### src/rtl/srl_var_delay.sv
// srl_var_delay
// ----------------------------------------------------------------------------
// Runtime-programmable multi-bit delay line with a qualifying valid bit.
// Aligns a data/valid branch with another pipeline branch of different
// latency. The active depth D is loaded at run time (clamped to the physical
// depth). A fill flag reports when the line holds D ce-cycles of history
// since the last flush, load or reset.
//
// Parameters:
//   C_DATA_WIDTH  - width of data_in / data_out (>= 1)
//   C_MAX_DEPTH   - number of physical delay stages (>= 1)
//   C_SEL_WIDTH   - width of depth_sel; must be able to hold C_MAX_DEPTH
//   C_RESET_DEPTH - active depth after reset (0..C_MAX_DEPTH)
//
// Ports:
//   clk        in   clock, all state on rising edge
//   rst        in   synchronous active-high reset
//   ce         in   clock enable; advances the delay line and the fill counter
//   flush      in   clears valid pipeline and fill counter (not gated by ce)
//   depth_load in   latches depth_sel as new active depth, implies a flush
//   depth_sel  in   requested depth in ce-cycles (clamped to C_MAX_DEPTH)
//   data_in    in   sample input
//   valid_in   in   qualifies data_in
//   data_out   out  delayed sample
//   valid_out  out  delayed valid
//   primed     out  line holds depth_q ce-cycles of post-flush history
//
// Optional feature macro: SRL_VAR_DELAY_DATA_RESET_EN
//   defined     - data stages clear on rst and on flush/load, and data_out is
//                 forced to 0 whenever valid_out is 0 (D >= 1).
//   not defined - data stages carry no reset so they can map onto shift-
//                 register LUTs; data_out is don't-care while valid_out is 0.
//
// Handshake: there is no backpressure. A sample is taken on every rising
// edge with ce high; valid_in/valid_out only qualify the data, they are not
// a request/acknowledge pair.
// ----------------------------------------------------------------------------
module srl_var_delay #(
  parameter int C_DATA_WIDTH  = 16,
  parameter int C_MAX_DEPTH   = 32,
  parameter int C_SEL_WIDTH   = 6,
  parameter int C_RESET_DEPTH = 1
) (
  input  logic                    clk,
  input  logic                    rst,
  input  logic                    ce,
  input  logic                    flush,
  input  logic                    depth_load,
  input  logic [C_SEL_WIDTH-1:0]  depth_sel,
  input  logic [C_DATA_WIDTH-1:0] data_in,
  input  logic                    valid_in,
  output logic [C_DATA_WIDTH-1:0] data_out,
  output logic                    valid_out,
  output logic                    primed
);

  localparam logic [C_SEL_WIDTH-1:0] MAX_D   = C_SEL_WIDTH'(C_MAX_DEPTH);
  localparam logic [C_SEL_WIDTH-1:0] RESET_D = C_SEL_WIDTH'(C_RESET_DEPTH);

  logic [C_DATA_WIDTH-1:0] data_q [C_MAX_DEPTH];
  logic [C_MAX_DEPTH-1:0]  valid_q;
  logic [C_SEL_WIDTH-1:0]  depth_q;
  logic [C_SEL_WIDTH-1:0]  fill_cnt;

  logic [C_DATA_WIDTH-1:0] tap_data;
  logic                    tap_valid;

  // A load always restarts the fill history, so it is folded into flush.
  logic clear_hist;
  assign clear_hist = depth_load | flush;

  // Active depth register; out-of-range requests clamp to the physical depth.
  always_ff @(posedge clk) begin
    if (rst) begin
      depth_q <= RESET_D;
    end else if (depth_load) begin
      depth_q <= (depth_sel > MAX_D) ? MAX_D : depth_sel;
    end
  end

  // Fill counter saturates at depth_q. Because depth_q only changes together
  // with a counter clear, fill_cnt never exceeds depth_q.
  always_ff @(posedge clk) begin
    if (rst || clear_hist) begin
      fill_cnt <= '0;
    end else if (ce && (fill_cnt < depth_q)) begin
      fill_cnt <= fill_cnt + 1'b1;
    end
  end

  // Valid pipeline. A flush/load clears every stage, including the one that
  // would otherwise capture valid_in on that edge.
  always_ff @(posedge clk) begin
    if (rst || clear_hist) begin
      valid_q <= '0;
    end else if (ce) begin
      valid_q[0] <= valid_in;
      for (int i = 1; i < C_MAX_DEPTH; i++) begin
        valid_q[i] <= valid_q[i-1];
      end
    end
  end

  // Data pipeline.
  always_ff @(posedge clk) begin
`ifdef SRL_VAR_DELAY_DATA_RESET_EN
    if (rst || clear_hist) begin
      for (int i = 0; i < C_MAX_DEPTH; i++) begin
        data_q[i] <= '0;
      end
    end else if (ce) begin
      data_q[0] <= data_in;
      for (int i = 1; i < C_MAX_DEPTH; i++) begin
        data_q[i] <= data_q[i-1];
      end
    end
`else
    // No reset or clear term here so the stages stay a pure shift register.
    if (ce) begin
      data_q[0] <= data_in;
      for (int i = 1; i < C_MAX_DEPTH; i++) begin
        data_q[i] <= data_q[i-1];
      end
    end
`endif
  end

  // Output tap: stage D-1 for D >= 1.
  always_comb begin
    tap_data  = data_q[0];
    tap_valid = valid_q[0];
    for (int i = 0; i < C_MAX_DEPTH; i++) begin
      if (depth_q == C_SEL_WIDTH'(i + 1)) begin
        tap_data  = data_q[i];
        tap_valid = valid_q[i];
      end
    end
  end

  // D = 0 is a pure combinational bypass; every other depth uses registers.
  always_comb begin
    data_out  = tap_data;
    valid_out = tap_valid;
    if (depth_q == '0) begin
      data_out  = data_in;
      valid_out = valid_in;
    end else begin
`ifdef SRL_VAR_DELAY_DATA_RESET_EN
      // Invalid samples can still shift in with non-zero data, so gate here.
      data_out = tap_valid ? tap_data : '0;
`endif
    end
  end

  // With D = 0 the counter is pinned at 0, so this decode reads 1.
  assign primed = (fill_cnt == depth_q);

endmodule

### config.mk
export PLATFORM = sky130hd
export DESIGN_NAME = srl_var_delay
export DESIGN_NICKNAME = d
export VERILOG_FILES = /design/src/rtl/srl_var_delay.sv
export SDC_FILE = /design/constraint.sdc
export NUM_CORES = 1
export LEC_CHECK = 0
export CORE_AREA = 2 2 177 309
export DETAILED_ROUTE_END_ITERATION = 6
export DIE_AREA = 0 0 179 311
export HOLD_SLACK_MARGIN = 0.02
export PLACE_DENSITY_LB_ADDON = 0.15
export SETUP_SLACK_MARGIN = 0.05
export SLEW_MARGIN = 20
export SYNTH_ARGS = -nofsm -noshare
export SYNTH_HDL_FRONTEND = slang
export SYNTH_SLANG_ARGS = --single-unit
### constraint.sdc
create_clock -name clk -period 3.24 [get_ports clk]
set_input_delay 0.81 -clock clk [delete_from_list [all_inputs] [get_ports clk]]
set_output_delay 0.81 -clock clk [all_outputs]
set_load 0.03 [all_outputs]
==> flow_summary.json, run 1 <==
{
  "die_y_um": 311,
  "grt-ovfl-total": 0,
  "fin_nets": 1874,
  "cts.clk_slew.worst_paths_ns": 0.07,
  "violations": "negative setup slack",
  "tritoncts_clock_tree": "yes",
  "worst_slew_pin_slew_ns": 0.703,
  "postSynthRegisterBits": 556,
  "finalWirelength_um": 65300,
  "unrepaired_setup_endpoints_after_global_routing": "true",
  "cellLeakagePower_nw": 10.4,
  "timing.reg2reg.worst_path_depth": 10,
  "drt_iter0_markers": 1589,
  "result_of_the_run": "complete, but fails checks",
  "async_s_r_ff_share_synth": 0,
  "dp.final_hpwl_um": 41800,
  "final.setup_skew_ns": 0.0173,
  "tritoncts_num_sinks": 556,
  "drv_cap": 0,
  "cts_max_path_buffers": 3,
  "synth_top_area_cell": "sky130_fd_sc_hd__edfxtp_1",
  "powerDensity_nw_per_um2": 561,
  "drt-wirelength-per-cell_um": 25.4,
  "holdPathStages": 0,
  "path_class": "reg -> out",
  "antenna_violations_before_repair": 0,
  "synth.avg_cell_area_um2": 14.2,
  "netlist_instances": 1661,
  "report.final.hold_viol_count": 0,
  "floorplan.die_area_um2": 55700,
  "cts_made_buffers": 52,
  "synth_enable_flop_cells": 512,
  "top_level_ports": 46,
  "synth_seq_area_share": 0.688,
  "final_common_cell": "sky130_fd_sc_hd__edfxtp_1",
  "seqCellArea_um2": 16300,
  "footprint_of_the_multi_input_gates_um2": 7510,
  "setup_viol_count_final": 17,
  "postPlaceCellArea_um2": 26100,
  "placeableCoreArea_um2": 53100,
  "instances_no_fill": 2566,
  "max-vdd-ir-drop_v": 0.000323,
  "drt_first_pass_iters": 7,
  "routed-via-count": 15354,
  "dp.cells": 2433,
  "synth_nets": 1696,
  "cts.root.buffer_cell": "sky130_fd_sc_hd__clkbuf_16",
  "first_global_vias": 15142,
  "holdCritPathClass": "reg -> reg",
  "drt_drc_violations_left": 0,
  "path_max_fanout": 6,
  "gp_congestion": 0.857,
  "finalWorstSetupSlack_ns": -0.615,
  "netlist_area_um2": 23600,
  "maxClockFrequency_mhz": 259,
  "design_power_total_mw": 16.3,
  "start_kind": "register",
  "fin_setup_tns_ns": -7.96,
  "number_of_placement_rows": 112,
  "relSlewSlack": 0.531,
  "die_w_um": 179,
  "htree_levels": 2,
  "finalInstanceArea_um2": 29100,
  "viasPerCell": 5.98,
  "yosys.cell_types.count": 84,
  "arrival_ns": 3.05,
  "worstSkewPairLatency_ns": 0.59,
  "routed_antenna_nets": 0,
  "ys.flop_type": "sky130_fd_sc_hd__edfxtp_1",
  "initial_core_util": 0.445,
  "crit_required_ns": 2.43,
  "groute.usage.overall": 0.228,
  "min_period_ns": 3.86,
  "period_share": 1.19,
  "area_grow_syn2layout_pct": 23.4,
  "io_port_bufs": 45,
  "netlist_top_cells_area": "sky130_fd_sc_hd__edfxtp_1 65%, sky130_fd_sc_hd__mux2i_1 5.6%, sky130_fd_sc_hd__dfxtp_1 3.7%",
  "cp-end-kind": "output pin",
  "synth.top_cell.area_share": 0.651,
  "smallest_hold_slack_ns": 0.438,
  "pin_count_of_the_biggest_net_entering_global_routing": 121,
  "finalMaxSlewViolations": 0,
  "grt_pass1_wl_um": 95700,
  "drive_gt1_frac": 0.259,
  "synth_warn": 0,
  "mostFrequentLayoutCells": "512 x sky130_fd_sc_hd__edfxtp_1, 133 x sky130_fd_sc_hd__buf_4, 130 x sky130_fd_sc_hd__mux2i_1, 118 x sky130_fd_sc_hd__nor2_1, 77 x sky130_fd_sc_hd__a21oi_1",
  "num-fill-cells": 4259
}
cell usage after synthesis (11+ instances only):
cell and instances:
sky130_fd_sc_hd__o21ai_1 11, sky130_fd_sc_hd__inv_1 23, sky130_fd_sc_hd__nand2b_1 13, sky130_fd_sc_hd__o221ai_1 30, sky130_fd_sc_hd__o22ai_1 45, sky130_fd_sc_hd__nand3_1 22
sky130_fd_sc_hd__edfxtp_1 512, sky130_fd_sc_hd__clkbuf_1 48, sky130_fd_sc_hd__dfxtp_1 44, sky130_fd_sc_hd__mux2_2 49, sky130_fd_sc_hd__nor3_1 14, sky130_fd_sc_hd__buf_2 50
sky130_fd_sc_hd__a21oi_1 89, sky130_fd_sc_hd__a31oi_1 19, sky130_fd_sc_hd__nor2_1 123, sky130_fd_sc_hd__nor2b_1 12, sky130_fd_sc_hd__o211ai_1 12, sky130_fd_sc_hd__mux2i_1 133
sky130_fd_sc_hd__o21ai_0 99, sky130_fd_sc_hd__a211oi_1 23, sky130_fd_sc_hd__nand2_1 74
power by group:
part	internal, mW	switching [mW]	leakage, nW
sequential	8.27	0.234	5.37
clock	3.44	2.73	0.819
combinational	0.752	0.914	4.26
total	12.5	3.88	10.4
sequential cells by signal (all words and copies together), names as in the netlist:
signal	flops
fill_cnt	6
valid_q	32
data_q	512
depth_q	6
what timing repair did:
| action | CTS | global route |
|---|---|---|
| setup endpoints to repair | 18 | 18 |
| hold buffers | 0 | 0 |
| gates resized for setup | 80 | 166 |
| pin swaps | 34 | 62 |
| gates cloned | 2 | 5 |
| setup buffers | 10 | 21 |
area by class of cell:
class,instances,area share
sequential,556,0.559
clock inverter,32,0.00992
antenna,1,0.0000859
tap,684,0.0294
inverter,24,0.00331
timing repair buffer,241,0.0932
multi-input combinational,964,0.258
clock buffer,64,0.0477
final timing paths:
check | start | end | slack [ns]
worst max-delay path | depth_q[4] | data_out[14] | -0.62
worst min-delay path | data_q[1][186] | data_q[1][202] | 0.44
worst max register to register | depth_q[1] | fill_cnt[4] | 0.81
worst min register to register | data_q[1][186] | data_q[1][202] | 0.44
metal layers:
metal	vias up	share of wire	track usage	routed length (µm)
met1	7805	0.40	0.294	25900
met3	130	0.050	0.0235	3240
met4	0	0.038	0.0754	2480
met2	527	0.52	0.398	33600
met5	-	0	0	0
li1	6892	-	-	-
critical path, stage by stage (launching register included):
cell and delay, ns:
sky130_fd_sc_hd__dfxtp_4 0.37, sky130_fd_sc_hd__buf_12 0.13, sky130_fd_sc_hd__or4_4 0.56, sky130_fd_sc_hd__nor2_4 0.14, sky130_fd_sc_hd__buf_6 0.15, sky130_fd_sc_hd__o211ai_1 0.11, sky130_fd_sc_hd__a221oi_2 0.37, sky130_fd_sc_hd__o221ai_2 0.15
sky130_fd_sc_hd__a31oi_1 0.18, sky130_fd_sc_hd__buf_4 0.18, sky130_fd_sc_hd__buf_12 0.12
cell families after synthesis:
group | Yosys count | synth area share
buffers and inverters | 142 | 0.0274
AO/OA/AOI/OAI | 426 | 0.118
flip-flops | 556 | 0.688
adder cells (fa/ha/maj) | 7 | 0.00371
multiplexers | 190 | 0.0874
XOR/XNOR | 5 | 0.00185
AND/OR/NAND/NOR | 335 | 0.0735
per-stage QoR:
| step | worst slack, ns | utilization |
|---|---|---|
| floorplan | 0.0965 | - |
| global placement | -0.241 | 0.491 |
| detailed placement | -0.261 | 0.491 |
| CTS | -0.620 | 0.530 |
| global route | -0.638 | 0.549 |
| finish | -0.615 | 0.549 |
(Power assumes the default switching activity.)
==> run 2: changes to the inputs <==
--- a/config.mk
+++ b/config.mk
@@ -10,6 +10,7 @@
 export DIE_AREA = 0 0 179 311
 export HOLD_SLACK_MARGIN = 0.02
 export PLACE_DENSITY_LB_ADDON = 0.15
+export RECOVER_POWER = 50
 export SETUP_SLACK_MARGIN = 0.05
 export SLEW_MARGIN = 20
 export SYNTH_ARGS = -nofsm -noshare
==> constraint.sdc (replaced) <==
create_clock -name clk -period 3.34 [get_ports clk]
set_input_delay 0.835 -clock clk [delete_from_list [all_inputs] [get_ports clk]]
set_output_delay 0.835 -clock clk [all_outputs]
set_load 0.03 [all_outputs]
==> run 2 against run 1 <==
The run ends with max-capacitance violations, max-slew violations, negative setup slack left. Flip-flop and latch count did not move. Hold slack got worse by 0.011 ns. Cell count rose by 0.35%. Register-to-register slack got worse by 0.04 ns. Total power fell by 4.4%. Highest routed layer unchanged. Setup slack improved by 0.13 ns. Non-clock buffer count rose by 17. Wire length fell by 1.1%.
==> flow_summary.json, run 2 (synthesis gave the netlist of run 1 again) <==
{
  "result_of_the_run": "complete, but fails checks",
  "cts_made_buffers": 51,
  "maxClockFrequency_mhz": 261,
  "largest_reg_flops": 512,
  "drt_drc_violations_left": 0,
  "drv_cap": 1,
  "cts.clk_slew.worst_paths_ns": 0.07,
  "pin_count_of_the_biggest_net_entering_global_routing": 110,
  "worst_slew_pin_slew_ns": 2.47,
  "regMostFlops": "data_q",
  "die_y_um": 311,
  "finalMaxSlewViolations": 39,
  "initial_core_util": 0.445,
  "cts.root.buffer_cell": "sky130_fd_sc_hd__clkbuf_16",
  "worstSkewPairLatency_ns": 0.59,
  "cts_max_path_buffers": 3,
  "largest_delay_contributor_family_on_the_critical_path": "simple AND/OR/NAND/NOR gates",
  "max-vdd-ir-drop_v": 0.000315,
  "drive_gt1_frac": 0.256,
  "drt-wirelength-per-cell_um": 25.1,
  "placeableCoreArea_um2": 53100,
  "start_kind": "register",
  "instances_no_fill": 2575,
  "io_port_bufs": 45,
  "grt-ovfl-total": 0,
  "dp.final_hpwl_um": 41800,
  "routed-via-count": 15252,
  "groute.usage.overall": 0.226,
  "mostFrequentLayoutCells": "512 x sky130_fd_sc_hd__edfxtp_1, 138 x sky130_fd_sc_hd__buf_4, 132 x sky130_fd_sc_hd__mux2i_1, 119 x sky130_fd_sc_hd__nor2_1, 74 x sky130_fd_sc_hd__a21oi_1",
  "routed_antenna_nets": 0,
  "number_of_placement_rows": 112,
  "floorplan.die_area_um2": 55700,
  "gp_congestion": 0.880,
  "finalWirelength_um": 64600,
  "smallest_hold_slack_ns": 0.427,
  "cp-end-kind": "output pin",
  "arrival_ns": 2.99,
  "setup_viol_count_final": 19,
  "path_class": "reg -> out",
  "largest_registers": "data_q (512), valid_q (32)",
  "tritoncts_num_sinks": 556,
  "num-fill-cells": 4290,
  "first_global_vias": 15261,
  "final_common_cell": "sky130_fd_sc_hd__edfxtp_1",
  "unrepaired_setup_endpoints_after_global_routing": "true",
  "crit_slowest_cell": "sky130_fd_sc_hd__or4_4",
  "drt_first_pass_iters": 5,
  "finalWorstSetupSlack_ns": -0.488,
  "cellLeakagePower_nw": 10.5,
  "cp_slowest_stage_delay_ns": 0.55,
  "grt_pass1_wl_um": 95200,
  "powerDensity_nw_per_um2": 537,
  "tritoncts_clock_tree": "yes",
  "final.setup_skew_ns": 0.0274,
  "worstPathBufferInverterCount": 3,
  "path_max_fanout": 5,
  "dp.cells": 2430,
  "drt_iter0_markers": 1285,
  "antenna_cells_inserted": 0,
  "viasPerCell": 5.92,
  "report.final.hold_viol_count": 0,
  "violations": "max-capacitance violations, max-slew violations, negative setup slack",
  "antenna_violations_before_repair": 0,
  "cell_chain_of_the_critical_path": "buf_6, or4_4, buf_12, or4_4, o2111ai_2, a21o_1, a21oi_2, o311a_1, buf_12",
  "htree_levels": 2,
  "area_grow_syn2layout_pct": 23.2,
  "period_share": 1.15,
  "holdCritPathClass": "reg -> reg",
  "top_level_ports": 46,
  "relSlewSlack": -0.647,
  "min_period_ns": 3.83,
  "fin_nets": 1889,
  "crit_required_ns": 2.50,
  "die_w_um": 179
}
==> run 2: cell count changes in the layout (fill, tap and decap cells not counted), sizes merged <==
cell	before	now
clkinvlp	3	0
inv	23	26
clkdlybuf4s50	26	11
diode	1	0
dlygate4sd3	0	15
clkinv	25	15
bufbuf	2	1
clkbuf	67	78
dlymetal6s4s	0	1
buf	210	222
or4b	5	4
bufinv	5	3
==> run 2: final timing paths <==
| check | start | to | slack [ns] | cells past startpoint |
|---|---|---|---|---|
| setup / recovery | depth_q[4] | data_out[11] | -0.49 | 9 |
| hold reg to reg | data_q[1][30] | data_q[1][46] | 0.43 | 0 |
| hold / removal | data_q[1][30] | data_q[1][46] | 0.43 | 0 |
| setup reg to reg | depth_q[1] | fill_cnt[4] | 0.77 | 11 |
==> run 2: worst register-to-register path: cells and delay by family (launching register included) <==
family,cells,cell delay [ns]
xor+xnor,1,0.16
simple gates,3,0.61
compound gates,2,0.30
buf+inv,4,0.77
fa+ha+maj,1,0.25
flops,1,0.37
==> run 2: what timing repair did <==
action,CTS,global route
gates resized for setup,136,108
buffers inserted,9,40
setup endpoints to repair,18,17
hold buffers,0,0
pin swaps,31,43
cloned,1,6
==> run 2: metrics by stage <==
stage,power (mW),worst slack (ns),utilization,TNS [ns],instance area (µm²)
4_1_cts,15.6,-0.538,0.530,-7.36,28200
6_report,15.6,-0.488,0.548,-6.67,29100
3_5_place_dp,9.75,-0.178,0.489,-1.21,25900
5_1_grt,16.1,-0.581,0.548,-14.53,29100
3_3_place_gp,9.73,-0.209,0.489,-1.01,25900
2_1_floorplan,8.98,0.103,-,0,23600
==> run 2: final cells by class <==
cell class	instances	area [µm²]	share of cell area
sequential	556	16300	0.560
multi-input combinational	963	7390	0.254
timing repair buffer	258	2870	0.0988
clock buffer	70	1410	0.0486
tap	684	856	0.0294
clock inverter	20	186	0.00641
inverter	24	90.1	0.00310
==> run 2: power breakdown <==
| part | internal (mW) | switching [mW] |
|---|---|---|
| clock | 3.19 | 2.59 |
| sequential | 8.03 | 0.218 |
| combinational | 0.718 | 0.884 |
==> run 2: routing by layer <==
metal  wire, µm  GRT usage
met1      26400      0.297
met3       2780     0.0228
met2      32100      0.376
met4       3300      0.105
met5          0          0
==> run 3: changes to the inputs <==
--- a/config.mk
+++ b/config.mk
@@ -8,6 +8,7 @@
 export CORE_AREA = 2 2 177 309
 export DETAILED_ROUTE_END_ITERATION = 6
 export DIE_AREA = 0 0 179 311
+export GPL_ROUTABILITY_DRIVEN = 0
 export HOLD_SLACK_MARGIN = 0.02
 export PLACE_DENSITY_LB_ADDON = 0.15
 export RECOVER_POWER = 50
==> run 3 against run 2 <==
The flow still finishes with violations (max-capacitance violations, max-slew violations, negative setup slack). Non-clock buffer count down 19. Cell count is 0.66% lower. Clock skew decreased by 0.0059 ns. Clock power is 2% lower. Critical path depth rose by 1. First-iteration DRC count rose by 11%. Sequential share of layout area grew 0.47 points. Hold slack improved by 0.018 ns. Utilization shrank 0.45 points. Critical endpoint is now data_out[14]. Highest routed layer unchanged.
==> flow_summary.json, run 3 (synthesis gave the netlist of run 1 again) <==
{
  "result_of_the_run": "complete, but fails checks",
  "violations": "max-capacitance violations, max-slew violations, negative setup slack",
  "power.share.sequential": 0.532,
  "finalMaxSlewViolations": 39,
  "antenna_cells_inserted": 0,
  "path_max_fanout": 7,
  "fin_setup_tns_ns": -6.90,
  "drt_drc_violations_left": 0,
  "viasPerCell": 6.03,
  "fraction_of_power_spent_switching_nets": 0.238,
  "start_kind": "register",
  "regMostFlops": "data_q",
  "drt-wirelength-per-cell_um": 25.3,
  "cts.clk_slew.worst_paths_ns": 0.07,
  "floorplan.die_area_um2": 55700,
  "finalWorstSetupSlack_ns": -0.505,
  "drt_first_pass_iters": 5,
  "dp.final_hpwl_um": 42200,
  "largest_registers": "data_q (512), valid_q (32)",
  "die_y_um": 311,
  "num-fill-cells": 4360,
  "dp.cells": 2433,
  "pin_count_of_the_biggest_net_entering_global_routing": 125,
  "antenna_violations_before_repair": 0,
  "top_level_ports": 46,
  "placeableCoreArea_um2": 53100,
  "io_port_bufs": 45,
  "finalWirelength_um": 64600,
  "worstSkewPairLatency_ns": 0.59,
  "number_of_placement_rows": 112,
  "grt_pass1_wl_um": 95700,
  "worst_slew_pin_slew_ns": 2.45,
  "switchingPower_mw": 3.68,
  "first_global_vias": 15408,
  "arrival_ns": 3.01,
  "powerDensity_nw_per_um2": 537,
  "tritoncts_num_sinks": 556,
  "holdCritPathClass": "reg -> reg",
  "footprint_of_the_multi_input_gates_um2": 7370,
  "report.final.hold_viol_count": 0,
  "drv_cap": 1,
  "final_common_cell": "sky130_fd_sc_hd__edfxtp_1",
  "cellLeakagePower_nw": 10.4,
  "drive_gt1_frac": 0.250,
  "groute.usage.overall": 0.228,
  "design_power_total_mw": 15.5,
  "routed_antenna_nets": 0,
  "path_class": "reg -> out",
  "final.setup_skew_ns": 0.0215,
  "mostFrequentLayoutCells": "512 x sky130_fd_sc_hd__edfxtp_1, 131 x sky130_fd_sc_hd__buf_4, 130 x sky130_fd_sc_hd__mux2i_1, 119 x sky130_fd_sc_hd__nor2_1, 78 x sky130_fd_sc_hd__o21ai_0",
  "setup_viol_count_final": 19,
  "drt_iter0_markers": 1422,
  "clkPwrFrac": 0.365,
  "period_share": 1.15,
  "comb_power_share": 0.103,
  "instances_no_fill": 2558,
  "routed-via-count": 15415,
  "fin_nets": 1872,
  "cts_max_path_buffers": 3,
  "cts.root.buffer_cell": "sky130_fd_sc_hd__clkbuf_16",
  "die_w_um": 179,
  "tritoncts_clock_tree": "yes",
  "grt-ovfl-total": 0,
  "min_period_ns": 3.85,
  "area_grow_syn2layout_pct": 22.2,
  "largest_reg_flops": 512,
  "htree_levels": 2,
  "max-vdd-ir-drop_v": 0.000415,
  "cp-end-kind": "output pin",
  "seqCellArea_um2": 16300,
  "power.internal_mw": 11.8,
  "post_place_setup_slack_ns": -0.227,
  "unrepaired_setup_endpoints_after_global_routing": "true",
  "initial_core_util": 0.445,
  "postCtsHoldBufs": 0,
  "maxClockFrequency_mhz": 260,
  "cts_made_buffers": 51,
  "relSlewSlack": -0.633,
  "crit_required_ns": 2.50
}
==> run 3: what timing repair did <==
action                                  CTS  global route
resized for setup                       127            94
endpoints found under the setup margin   17            17
pin swaps                                37            47
endpoints found under the hold margin     0             0
buffers inserted                         13            17
cloned                                    2             4
==> run 3: power by group through the flow <==
| stage | logic, mW | registers, mW | clock network [mW] |
|---|---|---|---|
| detailed placement | 1.39 | 8.38 | 0 |
| global route | 1.68 | 8.28 | 6.02 |
| CTS | 1.51 | 8.24 | 5.79 |
| floorplan | 0.696 | 8.29 | 0 |
| global placement | 1.38 | 8.37 | 0 |
| finish | 1.59 | 8.24 | 5.67 |
==> run 3: metrics by stage <==
stage / cell area (µm²) / utilization / hold WS (ns)
finish: 28900 / 0.543 / 0.445
CTS: 28200 / 0.531 / 0.433
global placement: 26000 / 0.490 / 0.423
detailed placement: 26000 / 0.490 / 0.430
global route: 28900 / 0.543 / 0.448
floorplan: 23600 / - / 0.417
==> run 3: worst paths after layout <==
| kind | from | end | slack, ns | cells past startpoint |
|---|---|---|---|---|
| setup / recovery | depth_q[4] | data_out[14] | -0.51 | 10 |
| setup reg to reg | depth_q[1] | fill_cnt[4] | 0.73 | 11 |
| hold reg to reg | data_q[1][98] | data_q[1][114] | 0.44 | 0 |
| hold / removal | data_q[1][98] | data_q[1][114] | 0.44 | 0 |
==> run 3: critical path, stage by stage, from the launching register on <==
cell and delay (ns):
sky130_fd_sc_hd__dfxtp_4 0.36, sky130_fd_sc_hd__buf_6 0.12, sky130_fd_sc_hd__or4_4 0.54, sky130_fd_sc_hd__nor2_2 0.11
sky130_fd_sc_hd__buf_6 0.16, sky130_fd_sc_hd__o211ai_1 0.11, sky130_fd_sc_hd__a221oi_2 0.36, sky130_fd_sc_hd__o221ai_2 0.17
sky130_fd_sc_hd__a31oi_1 0.20, sky130_fd_sc_hd__buf_4 0.16, sky130_fd_sc_hd__buf_6 0.13
==> run 3: final cells by class <==
| cell class | instances | share of cell area |
|---|---|---|
| Sequential cell | 556 | 0.564 |
| Multi-Input combinational cell | 965 | 0.255 |
| Timing Repair Buffer | 239 | 0.0933 |
| Clock buffer | 66 | 0.0495 |
| Tap cell | 684 | 0.0297 |
| Clock inverter | 24 | 0.00486 |
| Inverter | 24 | 0.00312 |
==> run 3: layer usage <==
metal / vias to the layer above / track usage / share of wire
li1: 6876 / - / -
met1: 7801 / 0.292 / 0.40
met2: 595 / 0.385 / 0.51
met3: 143 / 0.0310 / 0.053
met4: 0 / 0.0985 / 0.045
met5: - / 0 / 0
